File: src/rtl/hrm_io_pkg.sv
// Shared definitions for the HRM I/O controller: byte width, OUTBOX drain
// state encoding and the INBOX grant decision helper.
package hrm_io_pkg;

    localparam int BYTE_W = 8;

    typedef enum logic [1:0] {
        ST_IDLE = 2'd0,
        ST_POP  = 2'd1,
        ST_SEND = 2'd2,
        ST_GAP  = 2'd3
    } out_state_t;

    // Returns 1 when source A should own the INBOX this cycle. With only one
    // source valid that source wins; with both valid, fixed priority picks A,
    // otherwise A wins when B was the last source served.
    function automatic logic pick_a(input logic prio_a,
                                    input logic a_valid,
                                    input logic b_valid,
                                    input logic last_b);
        logic sel;
        if (a_valid && !b_valid) begin
            sel = 1'b1;
        end else if (!a_valid) begin
            sel = 1'b0;
        end else begin
            sel = prio_a | last_b;
        end
        return sel;
    endfunction

endpackage

File: src/rtl/hrm_in_arb.sv
// INBOX arbiter: picks between the host-loader (A) and UART-RX (B) byte
// sources, registers the accepted byte and pulses the INBOX write. A write is
// never issued on two consecutive cycles so the FIFO full flag can settle.
module hrm_in_arb
    import hrm_io_pkg::*;
#(
    parameter int PRIO_A = 0
) (
    input  logic              clk,
    input  logic              i_rst,
    input  logic              a_valid,
    input  logic [BYTE_W-1:0] a_data,
    output logic              a_ready,
    input  logic              b_valid,
    input  logic [BYTE_W-1:0] b_data,
    output logic              b_ready,
    output logic [BYTE_W-1:0] cpu_in_data,
    output logic              cpu_in_wr,
    input  logic              cpu_in_full
);

    logic live_r;     // low in the first cycle after reset release
    logic last_b_r;   // 1 when B was granted last (reset value)
    logic pick_a_s;
    logic elig_s;
    logic a_take_s;
    logic b_take_s;

    // Grant the INBOX to one valid source when a write slot is available
    always_comb begin
        pick_a_s = pick_a((PRIO_A != 0), a_valid, b_valid, last_b_r);
        elig_s   = live_r && !cpu_in_full && !cpu_in_wr;
        if (elig_s) begin
            a_ready = a_valid && pick_a_s;
            b_ready = b_valid && !pick_a_s;
        end else begin
            a_ready = 1'b0;
            b_ready = 1'b0;
        end
    end

    assign a_take_s = a_valid && a_ready;
    assign b_take_s = b_valid && b_ready;

    // Capture the accepted byte, pulse the write and remember who was served
    always_ff @(posedge clk or negedge i_rst) begin
        if (!i_rst) begin
            live_r      <= 1'b0;
            last_b_r    <= 1'b1;
            cpu_in_wr   <= 1'b0;
            cpu_in_data <= {BYTE_W{1'b0}};
        end else begin
            live_r <= 1'b1;
            if (a_take_s) begin
                cpu_in_data <= a_data;
                cpu_in_wr   <= 1'b1;
                last_b_r    <= 1'b0;
            end else if (b_take_s) begin
                cpu_in_data <= b_data;
                cpu_in_wr   <= 1'b1;
                last_b_r    <= 1'b1;
            end else begin
                cpu_in_wr   <= 1'b0;
            end
        end
    end

endmodule

File: src/rtl/hrm_io_ctrl.sv
// HRM I/O controller top: INBOX arbitration (hrm_in_arb) and the OUTBOX drain
// sequencer feeding the downstream byte sink. The two paths are independent.
// Optional build macro HRM_IO_STATS_EN adds 16-bit wrapping write/pop counters.
module hrm_io_ctrl
    import hrm_io_pkg::*;
#(
    parameter int PRIO_A = 0
) (
    input  logic              clk,
    input  logic              i_rst,
    input  logic              a_valid,
    input  logic [BYTE_W-1:0] a_data,
    output logic              a_ready,
    input  logic              b_valid,
    input  logic [BYTE_W-1:0] b_data,
    output logic              b_ready,
    output logic [BYTE_W-1:0] cpu_in_data,
    output logic              cpu_in_wr,
    input  logic              cpu_in_full,
    input  logic [BYTE_W-1:0] cpu_out_data,
    input  logic              cpu_out_empty,
    output logic              cpu_out_rd,
    output logic [BYTE_W-1:0] tx_data,
    output logic              tx_valid,
`ifdef HRM_IO_STATS_EN
    output logic [15:0]       in_count,
    output logic [15:0]       out_count,
`endif
    input  logic              tx_ready
);

    out_state_t state_r;

    hrm_in_arb #(
        .PRIO_A (PRIO_A)
    ) u_in_arb (
        .clk         (clk),
        .i_rst       (i_rst),
        .a_valid     (a_valid),
        .a_data      (a_data),
        .a_ready     (a_ready),
        .b_valid     (b_valid),
        .b_data      (b_data),
        .b_ready     (b_ready),
        .cpu_in_data (cpu_in_data),
        .cpu_in_wr   (cpu_in_wr),
        .cpu_in_full (cpu_in_full)
    );

    // OUTBOX drain: pop one byte, present it until taken, then rest one cycle
    always_ff @(posedge clk or negedge i_rst) begin
        if (!i_rst) begin
            state_r    <= ST_IDLE;
            cpu_out_rd <= 1'b0;
            tx_valid   <= 1'b0;
            tx_data    <= {BYTE_W{1'b0}};
        end else begin
            case (state_r)
                ST_IDLE: begin
                    if (!cpu_out_empty) begin
                        state_r    <= ST_POP;
                        cpu_out_rd <= 1'b1;
                    end
                end
                ST_POP: begin
                    // Show-ahead head is still valid while the pop is in flight
                    tx_data    <= cpu_out_data;
                    tx_valid   <= 1'b1;
                    cpu_out_rd <= 1'b0;
                    state_r    <= ST_SEND;
                end
                ST_SEND: begin
                    if (tx_ready) begin
                        tx_valid <= 1'b0;
                        state_r  <= ST_GAP;
                    end
                end
                ST_GAP: begin
                    state_r <= ST_IDLE;
                end
                default: begin
                    state_r    <= ST_IDLE;
                    cpu_out_rd <= 1'b0;
                    tx_valid   <= 1'b0;
                end
            endcase
        end
    end

`ifdef HRM_IO_STATS_EN
    // Count INBOX writes and OUTBOX pops, wrapping at 16 bits
    always_ff @(posedge clk or negedge i_rst) begin
        if (!i_rst) begin
            in_count  <= 16'd0;
            out_count <= 16'd0;
        end else begin
            if (cpu_in_wr) begin
                in_count <= in_count + 16'd1;
            end
            if (cpu_out_rd) begin
                out_count <= out_count + 16'd1;
            end
        end
    end
`endif

endmodule
File: config.mk
export PLATFORM = sky130hd
export DESIGN_NAME = hrm_io_ctrl
export DESIGN_NICKNAME = d
export VERILOG_FILES = /design/src/rtl/hrm_io_pkg.sv /design/src/rtl/hrm_in_arb.sv /design/src/rtl/hrm_io_ctrl.sv
export SDC_FILE = /design/constraint.sdc
export NUM_CORES = 1
export LEC_CHECK = 0
export ABC_CLOCK_PERIOD_IN_PS = 1700
export CAP_MARGIN = 25
export CORE_ASPECT_RATIO = 1.25
export CORE_MARGIN = 10
export CORE_UTILIZATION = 41
export DETAILED_ROUTE_END_ITERATION = 8
export MAX_ROUTING_LAYER = met4
export PLACE_DENSITY_LB_ADDON = 0.2
export SLEW_MARGIN = 20
export SYNTH_ARGS = -nofsm -noshare
export SYNTH_HDL_FRONTEND = slang
export SYNTH_SLANG_ARGS = --single-unit
File: constraint.sdc
create_clock -name clk -period 1.7 [get_ports clk]
set_clock_uncertainty 0.1 [all_clocks]
set_input_delay 0.255 -clock clk [delete_from_list [all_inputs] [get_ports clk]]
set_output_delay 0.255 -clock clk [all_outputs]
set_load 0.02 [all_outputs]
==> run_results.csv, run 1 <==
group,metric,value,unit
global_routing,antenna_found_initial,0,
timing,setup_ws,-0.0603,ns
clock_network,cts_buffer_depth,2,
logic_synthesis,syn_inst,99,
critical_path,reg2reg_depth,6,
routing,vias,984,
finish,num_antenna_cells,0,
logic_synthesis,ys_seq_area_share,50.4,%
clock_network,clkTransAtPathRegs,0.12,ns
critical_path,path_cells,"or3b_4 > nor3_2 > buf_4",
run_status,failed_checks,"setup timing",
worst_hold_path,hold_path_class,"input port to asynchronous set/reset pin",
logic_synthesis,postSynthAreaPerCell,11.6,µm²
logic_synthesis,synth_top_area_share,48.1,%
floorplanning,die-area,0.00532,mm²
pwr,vdd_ir_drop_max,0.727,mV
critical_path,worstSetupPathType,"flip-flop to output port",
critical_path,start_kind,"flip-flop",
finish,drive_gt1_share,25.8,%
logic_synthesis,async_reset_ff_share,100,%
logic_synthesis,synth_area,0.00114,mm²
timing,fin_setup_tns,-0.0886,ns
global_routing,grt_pass1_wl,5090,µm
clock_network,insertion_delay,0.30,ns
placed_design,numPortBuffers,51,
timing,holdWs,0.211,ns
critical_path,rr_endpoint,"u_in_arb.cpu_in_data[2]",
routing,antenna_left,0,
clock_network,cts-hold-fix-buffers,0,
critical_path,worst-path-buf-inv,1,
placed_design,dp_hpwl,2550,µm
critical_path,worstPathMaxFanout,2,
logic_synthesis,synth_edf_count,0,
timing,rsz0062_at_grt,"yes",
clock_network,htree_levels,1,
floorplanning,fp.dieH,79.1,µm
placed_design,gp_congestion,0.782,
global_routing,grt_overflow,0,
floorplanning,row_count,21,
logic_synthesis,synthFlopType,"dfrtp_1",
clock_network,numCtsBuffers,3,
critical_path,rrSetupSlack,0.11,ns
floorplanning,fp.coreArea,0.00268,mm²
logic_synthesis,ys_ff_latch,23,
routing,viasPerCell,5.10,
timing,fin_crit,1.76,ns
logic_synthesis,synth.most_common_cell,"dfrtp_1",
timing,fmaxAchievable,568,MHz
floorplanning,num_io_pins,52,
routing,dr.pass1.iters,4,
critical_path,cp-end-kind,"output port",
finish,area_delta_synth_final,57.5,%
job,drv_cap,0,
floorplanning,die_w,67.3,µm
logic_synthesis,syn-num-nets,133,
critical_path,r2r-start,"u_in_arb.cpu_in_wr",
finish,nets,194,
critical_path,cpMaxStageDelayCell,"dfrtp_1",
routing,drcViolationCount,0,
logic_synthesis,synthTopCellsByCount,"dfrtp_1 (22), a21oi_1 (9)",
logic_synthesis,synth_top_area_cell,"dfrtp_1",
critical_path,slowest_delay,0.40,ns
pwr,p_per_area,1240,mW/mm²
timing,hold_viol_final,0,
critical_path,arrival,1.41,ns
critical_path,cp.required,1.34,ns
global_routing,grt_max_degree,24,
routing,wl_per_cell,16.2,µm
finish,design_area,0.00180,mm²
floorplanning,initial_utilization,42.7,%
logic_synthesis,yosysWarnings,0,
clock_network,postCtsSetupBuffers,0,
routing,detail_route.iter0.violations,44,
run_status,status,"finished, violations left",
clock_network,clockRootBuffer,"clkbuf_4",
clock_network,cts_tree,"done",
timing,slew_viol_final,0,
global_routing,grt_pass1_vias,1075,
critical_path,crit_family,"simple AND/OR/NAND/NOR gates",
logic_synthesis,yosysUniqueCellTypes,32,
global_routing,grt.total_usage,12.2,%
routing,totalWireLength,3140,µm
logic_synthesis,yosys-top-cells-area,"dfrtp_1 (48%), o31ai_2 (8.7%), mux2_2 (7.9%)",
clock_network,clock_sinks,23,
placed_design,dpl_cell_area,0.00176,mm²
timing,post-route-period-util,104,%
pwr,power.static_leakage,0.769,nW
timing,finalSetupViolations,2,
==> how the worst max path moves through the flow <==
stage | from | to | slack (ns) | depth (start not counted)
finish | u_in_arb.cpu_in_wr | a_ready | -0.06 | 3
global route | u_in_arb.cpu_in_wr | b_ready | -0.14 | 5
CTS | u_in_arb.cpu_in_wr | a_ready | -0.1 | 3
detailed placement | cpu_in_full | a_ready | -0.58 | 4
global placement | cpu_in_full | a_ready | -0.59 | 4
floorplan | u_in_arb.cpu_in_wr | a_ready | -0.01 | 3
==> metrics by stage <==
stage,total power [mW],setup WS (ns),util (%),cells
CTS,2.28,-0.0980,66.6,193
global route,2.38,-0.142,67.3,193
finish,2.23,-0.0603,67.3,193
floorplan,1.49,-0.0116,-,99
global placement,1.98,-0.594,65.7,189
detailed placement,2.03,-0.581,65.7,189
==> cells in the final DEF (no fill, tap or decap), drive strengths merged, types with 2 or more instances in the layout <==
master         synthesis  routed
o31ai                  8       8
buf                    5      15
a31oi                  8       8
dlymetal6s2s           0       6
dfrtp                 22      22
inv                    5       5
nand4                  8       8
ha                     3       3
a21oi                  9       9
nand2                  2       2
o21ai                  3       3
clkdlybuf4s50          0      41
dlygate4sd2            0       2
mux2                   9       9
clkbuf                 3       4
==> flip-flops by register name (all words and copies together) (netlist names) <==
register              cells
state_r                   2
tx_data                   8
tx_valid                  1
u_in_arb.cpu_in_data      8
u_in_arb.last_b_r         1
u_in_arb.live_r           1
cpu_out_rd                1
u_in_arb.cpu_in_wr        1
==> timing repair <==
action | CTS | global route
gates resized for setup | 14 | 7
setup endpoints to repair | 3 | 8
pin swaps | 4 | 1
hold endpoints to repair | 0 | 0
==> layout make-up <==
type | count | area, µm²
Clock buffer | 4 | 26.3
Fill cell | 233 | 877
Inverter | 5 | 18.8
Multi-Input combinational cell | 63 | 519
Sequential cell | 23 | 577
Tap cell | 34 | 42.5
Timing Repair Buffer | 64 | 619
==> worst register-to-register path, cell delays in order, from the launching register on <==
cell and delay [ns]:
dfrtp_1 0.40, buf_4 0.14, nor3b_4 0.19, buf_4 0.25, and2_0 0.17, buf_4 0.15
a31oi_1 0.08
==> per-layer routing <==
metal  track usage, %  up-vias  share of wire (%)
li1                 -      487                  -
met1             12.5      458                 40
met2             21.3       37                 51
met3             3.79        2                8.5
met4             3.70        0               0.38
met5                -        -                  0
==> cells by family (layout without fill, tap and decap cells) <==
logic type | after synthesis | in the layout | synth area share [%]
AO/OA/AOI/OAI | 32 | 32 | 21.3
flip-flops | 23 | 23 | 50.4
AND/OR/NAND/NOR | 18 | 18 | 10.4
buffers and inverters | 13 | 73 | 5.46
multiplexers | 9 | 9 | 8.85
adder cells (fa/ha/maj) | 3 | 3 | 3.28
other | 1 | 1 | 0.328
==> report_power, final <==
part           leakage, nW  internal [mW]  switching [mW]
combinational        0.490          0.599           0.537
sequential           0.264          0.746          0.0996
clock               0.0150         0.0914           0.156
(Power assumes the default switching activity.)
==> run 2: changes to the inputs <==
ABC_AREA = 1   (was not set)
CORE_MARGIN = not set   (was 10)
CORE_UTILIZATION = 40   (was 41)
CTS_BUF_LIST = sky130_fd_sc_hd__clkbuf_4 sky130_fd_sc_hd__clkbuf_8 sky130_fd_sc_hd__clkbuf_16   (was not set)
==> run 2 against run 1 <==
  * The flow still finishes with violations (setup timing)
  * Combinational power about the same
  * Wire length down 16%
  * Synthesized cell count rose by 36%
  * Clock power increased by 5%
  * Cell count grew 20%
  * Sequential power grew 2%
  * Largest power group unchanged
  * Flip-flop and latch count did not move
  * Sequential share of layout area is 1.3 points higher
  * Largest cell class unchanged
  * First-iteration DRC count down 68%
  * Via count rose by 5.3%
  * Die area shrank 45%
  * Count of clock-buffer cells in the layout is the same
==> run_results.csv, run 2 <==
group,metric,value,unit
run_status,status,"finished, violations left",
run_status,failed_checks,"setup timing",
floorplanning,die-area,0.00291,mm²
logic_synthesis,synth_edf_count,0,
finish,final_cell_mix,"nand2_1 (71), clkdlybuf4s50_1 (46), dfrtp_1 (22), buf_4 (10)",
floorplanning,fp.coreArea,0.00250,mm²
logic_synthesis,ys_ff_latch,23,
clock_network,clock_sinks,23,
timing,setup_ws,-0.0129,ns
critical_path,cp.required,1.34,ns
clock_network,numCtsBuffers,3,
logic_synthesis,postSynthAreaPerCell,8.00,µm²
critical_path,path_cells,"clkdlybuf4s50_1 > nor2_1 > nand2_1 > nor2_2 > inv_2 > nor2_4 > buf_6",
clock_network,cts_buffer_depth,2,
floorplanning,fp.dieH,60.1,µm
logic_synthesis,yosysWarnings,0,
finish,n_fill_cell,228,
logic_synthesis,syn-num-nets,169,
pwr,vdd_ir_drop_max,0.891,mV
logic_synthesis,async_reset_ff_share,100,%
finish,num_antenna_cells,0,
logic_synthesis,synth_top_area_share,51.0,%
critical_path,slowest_delay,0.43,ns
logic_synthesis,synthFlopType,"dfrtp_1",
global_routing,grt_pass1_vias,1033,
routing,detail_route.iter0.violations,14,
clock_network,insertion_delay,0.31,ns
job,drv_cap,0,
global_routing,grt_overflow,0,
global_routing,grt_max_degree,24,
floorplanning,num_io_pins,52,
finish,drive_gt1_share,12.1,%
logic_synthesis,synth_top_area_cell,"dfrtp_1",
routing,viasPerCell,4.48,
routing,vias,1036,
critical_path,cp-end-kind,"output port",
critical_path,worstSetupPathType,"input port to output port",
worst_hold_path,hold_path_class,"input port to asynchronous set/reset pin",
routing,antenna_left,0,
logic_synthesis,synth.most_common_cell,"nand2_1",
clock_network,cts_tree,"done",
logic_synthesis,synth_area,0.00108,mm²
clock_network,htree_levels,1,
finish,reg_top3,"tx_data (8), u_in_arb.cpu_in_data (8), state_r (2)",
floorplanning,row_count,20,
placed_design,numPortBuffers,51,
timing,fin_crit,1.71,ns
placed_design,dpl_cell_area,0.00169,mm²
clock_network,postCtsSetupBuffers,0,
finish,design_area,0.00173,mm²
critical_path,start_kind,"input port",
routing,wl_per_cell,11.4,µm
finish,area_delta_synth_final,60.6,%
finish,layout_commonest_cell,"nand2_1",
clock_network,clockRootBuffer,"clkbuf_4",
finish,multiInputGateArea,468,µm²
logic_synthesis,yosys-top-cells-area,"dfrtp_1 (51%), nand2_1 (25%), nand3_1 (3.7%)",
global_routing,grt_pass1_wl,4330,µm
critical_path,cpMaxStageDelayCell,"clkdlybuf4s50_1",
placed_design,dp_hpwl,1990,µm
clock_network,clkTransAtPathRegs,0.12,ns
logic_synthesis,syn_inst,135,
timing,hold_viol_final,0,
routing,dr.pass1.iters,4,
logic_synthesis,synthTopCellsByCount,"nand2_1 (71), dfrtp_1 (22), inv_1 (9), nand3_1 (8), nor2_1 (5)",
floorplanning,die_w,48.5,µm
timing,slew_viol_final,0,
routing,drcViolationCount,0,
logic_synthesis,yosysUniqueCellTypes,18,
timing,fmaxAchievable,584,MHz
timing,rsz0062_at_grt,"yes",
finish,post-route-util,69.3,%
timing,fin_setup_tns,-0.0129,ns
floorplanning,initial_utilization,43.2,%
placed_design,gp_congestion,0.796,
finish,layout.area.seq,577,µm²
pwr,power.static_leakage,0.902,nW
global_routing,antenna_found_initial,0,
critical_path,worstPathMaxFanout,2,
routing,totalWireLength,2630,µm
pwr,p_per_area,1310,mW/mm²
timing,post-route-period-util,101,%
logic_synthesis,ys_seq_area_share,53.4,%
global_routing,grt.total_usage,19.9,%
finish,nets,233,
critical_path,arrival,1.36,ns
timing,finalSetupViolations,1,
## run 2: changes by cell type after synthesis, sizes merged, moves of 3 or more
cell	before	now
clkbuf	3	0
nor2	1	8
nand2	2	74
mux2	9	0
buf	5	1
a31oi	8	0
inv	5	9
a21oi	9	1
nand3	0	8
o31ai	8	0
nand4	8	0
## run 2: routing by layer
| layer | global-route usage (%) | vias up | wire [µm] |
|---|---|---|---|
| li1 | - | 537 | - |
| met2 | 34.8 | 42 | 1320 |
| met1 | 23.6 | 453 | 1170 |
| met5 | - | - | 0 |
| met3 | 1.78 | 4 | 110 |
| met4 | 8.82 | 0 | 27 |
## run 2: timing repair
| action | in CTS | in global routing |
|---|---|---|
| setup endpoints to repair | 3 | 4 |
| hold buffers | 0 | 0 |
| pin swaps | 0 | 4 |
| endpoints found under the hold margin | 0 | 0 |
| gates resized for setup | 9 | 8 |
## run 2: report_power, final
| part | internal, mW | switching (mW) |
|---|---|---|
| clock network | 0.108 | 0.152 |
| registers | 0.755 | 0.111 |
| logic | 0.530 | 0.615 |
| total | 1.39 | 0.878 |
## run 2: final timing paths
path	end	from	slack, ns	cells after the start
worst max-delay path	b_ready	cpu_in_full	-0.01	7
worst min-delay path	tx_data[2]	i_rst	0.18	2
worst max register to register	state_r[1]	state_r[0]	0.23	6
worst min register to register	tx_data[5]	tx_data[5]	0.38	2
max in group asynchronous	u_in_arb.last_b_r	i_rst	1.04	2
min in group clk	tx_data[2]	cpu_out_data[2]	0.37	3
## run 2: critical path: cells and delay by family
kind          cells  cell delay (ns)
buf+inv           3             0.62
simple gates      4             0.48
## run 2: cells by family (layout without fill, tap and decap cells)
| group | after synthesis | count (layout) | synth area share (%) |
|---|---|---|---|
| other | 1 | 1 | 0.347 |
| AOI/OAI and AO/OA | 7 | 7 | 3.82 |
| DFF | 23 | 23 | 53.4 |
| and+or+nand+nor | 90 | 90 | 35.0 |
| buffers and inverters | 11 | 74 | 3.94 |
| adders and majority gates | 3 | 3 | 3.48 |
## run 2: final cells by class
type / count / area share, %
clock buffers: 4 / 1.73
flip-flops and latches: 23 / 33.3
repair buffers: 60 / 33.5
inverters: 10 / 2.16
well taps: 33 / 2.38
multi-input cells: 101 / 27.0
## run 2: stage by stage
step                std cells  power, mW  hold WS [ns]  setup slack [ns]
floorplan                 135       1.46        -0.141             0.174
global placement          227       1.98         0.353            -0.326
detailed placement        227       2.03         0.366            -0.388
CTS                       231       2.30         0.190            0.0117
global route              231       2.44         0.226           -0.0681
finish                    231       2.27         0.182           -0.0129
==> run 3: changes to the inputs <==
CTS_CLUSTER_SIZE = 24   (was not set)
==> results of run 3 <==
The final DEF is identical to that of run 2; final timing and power are the same.
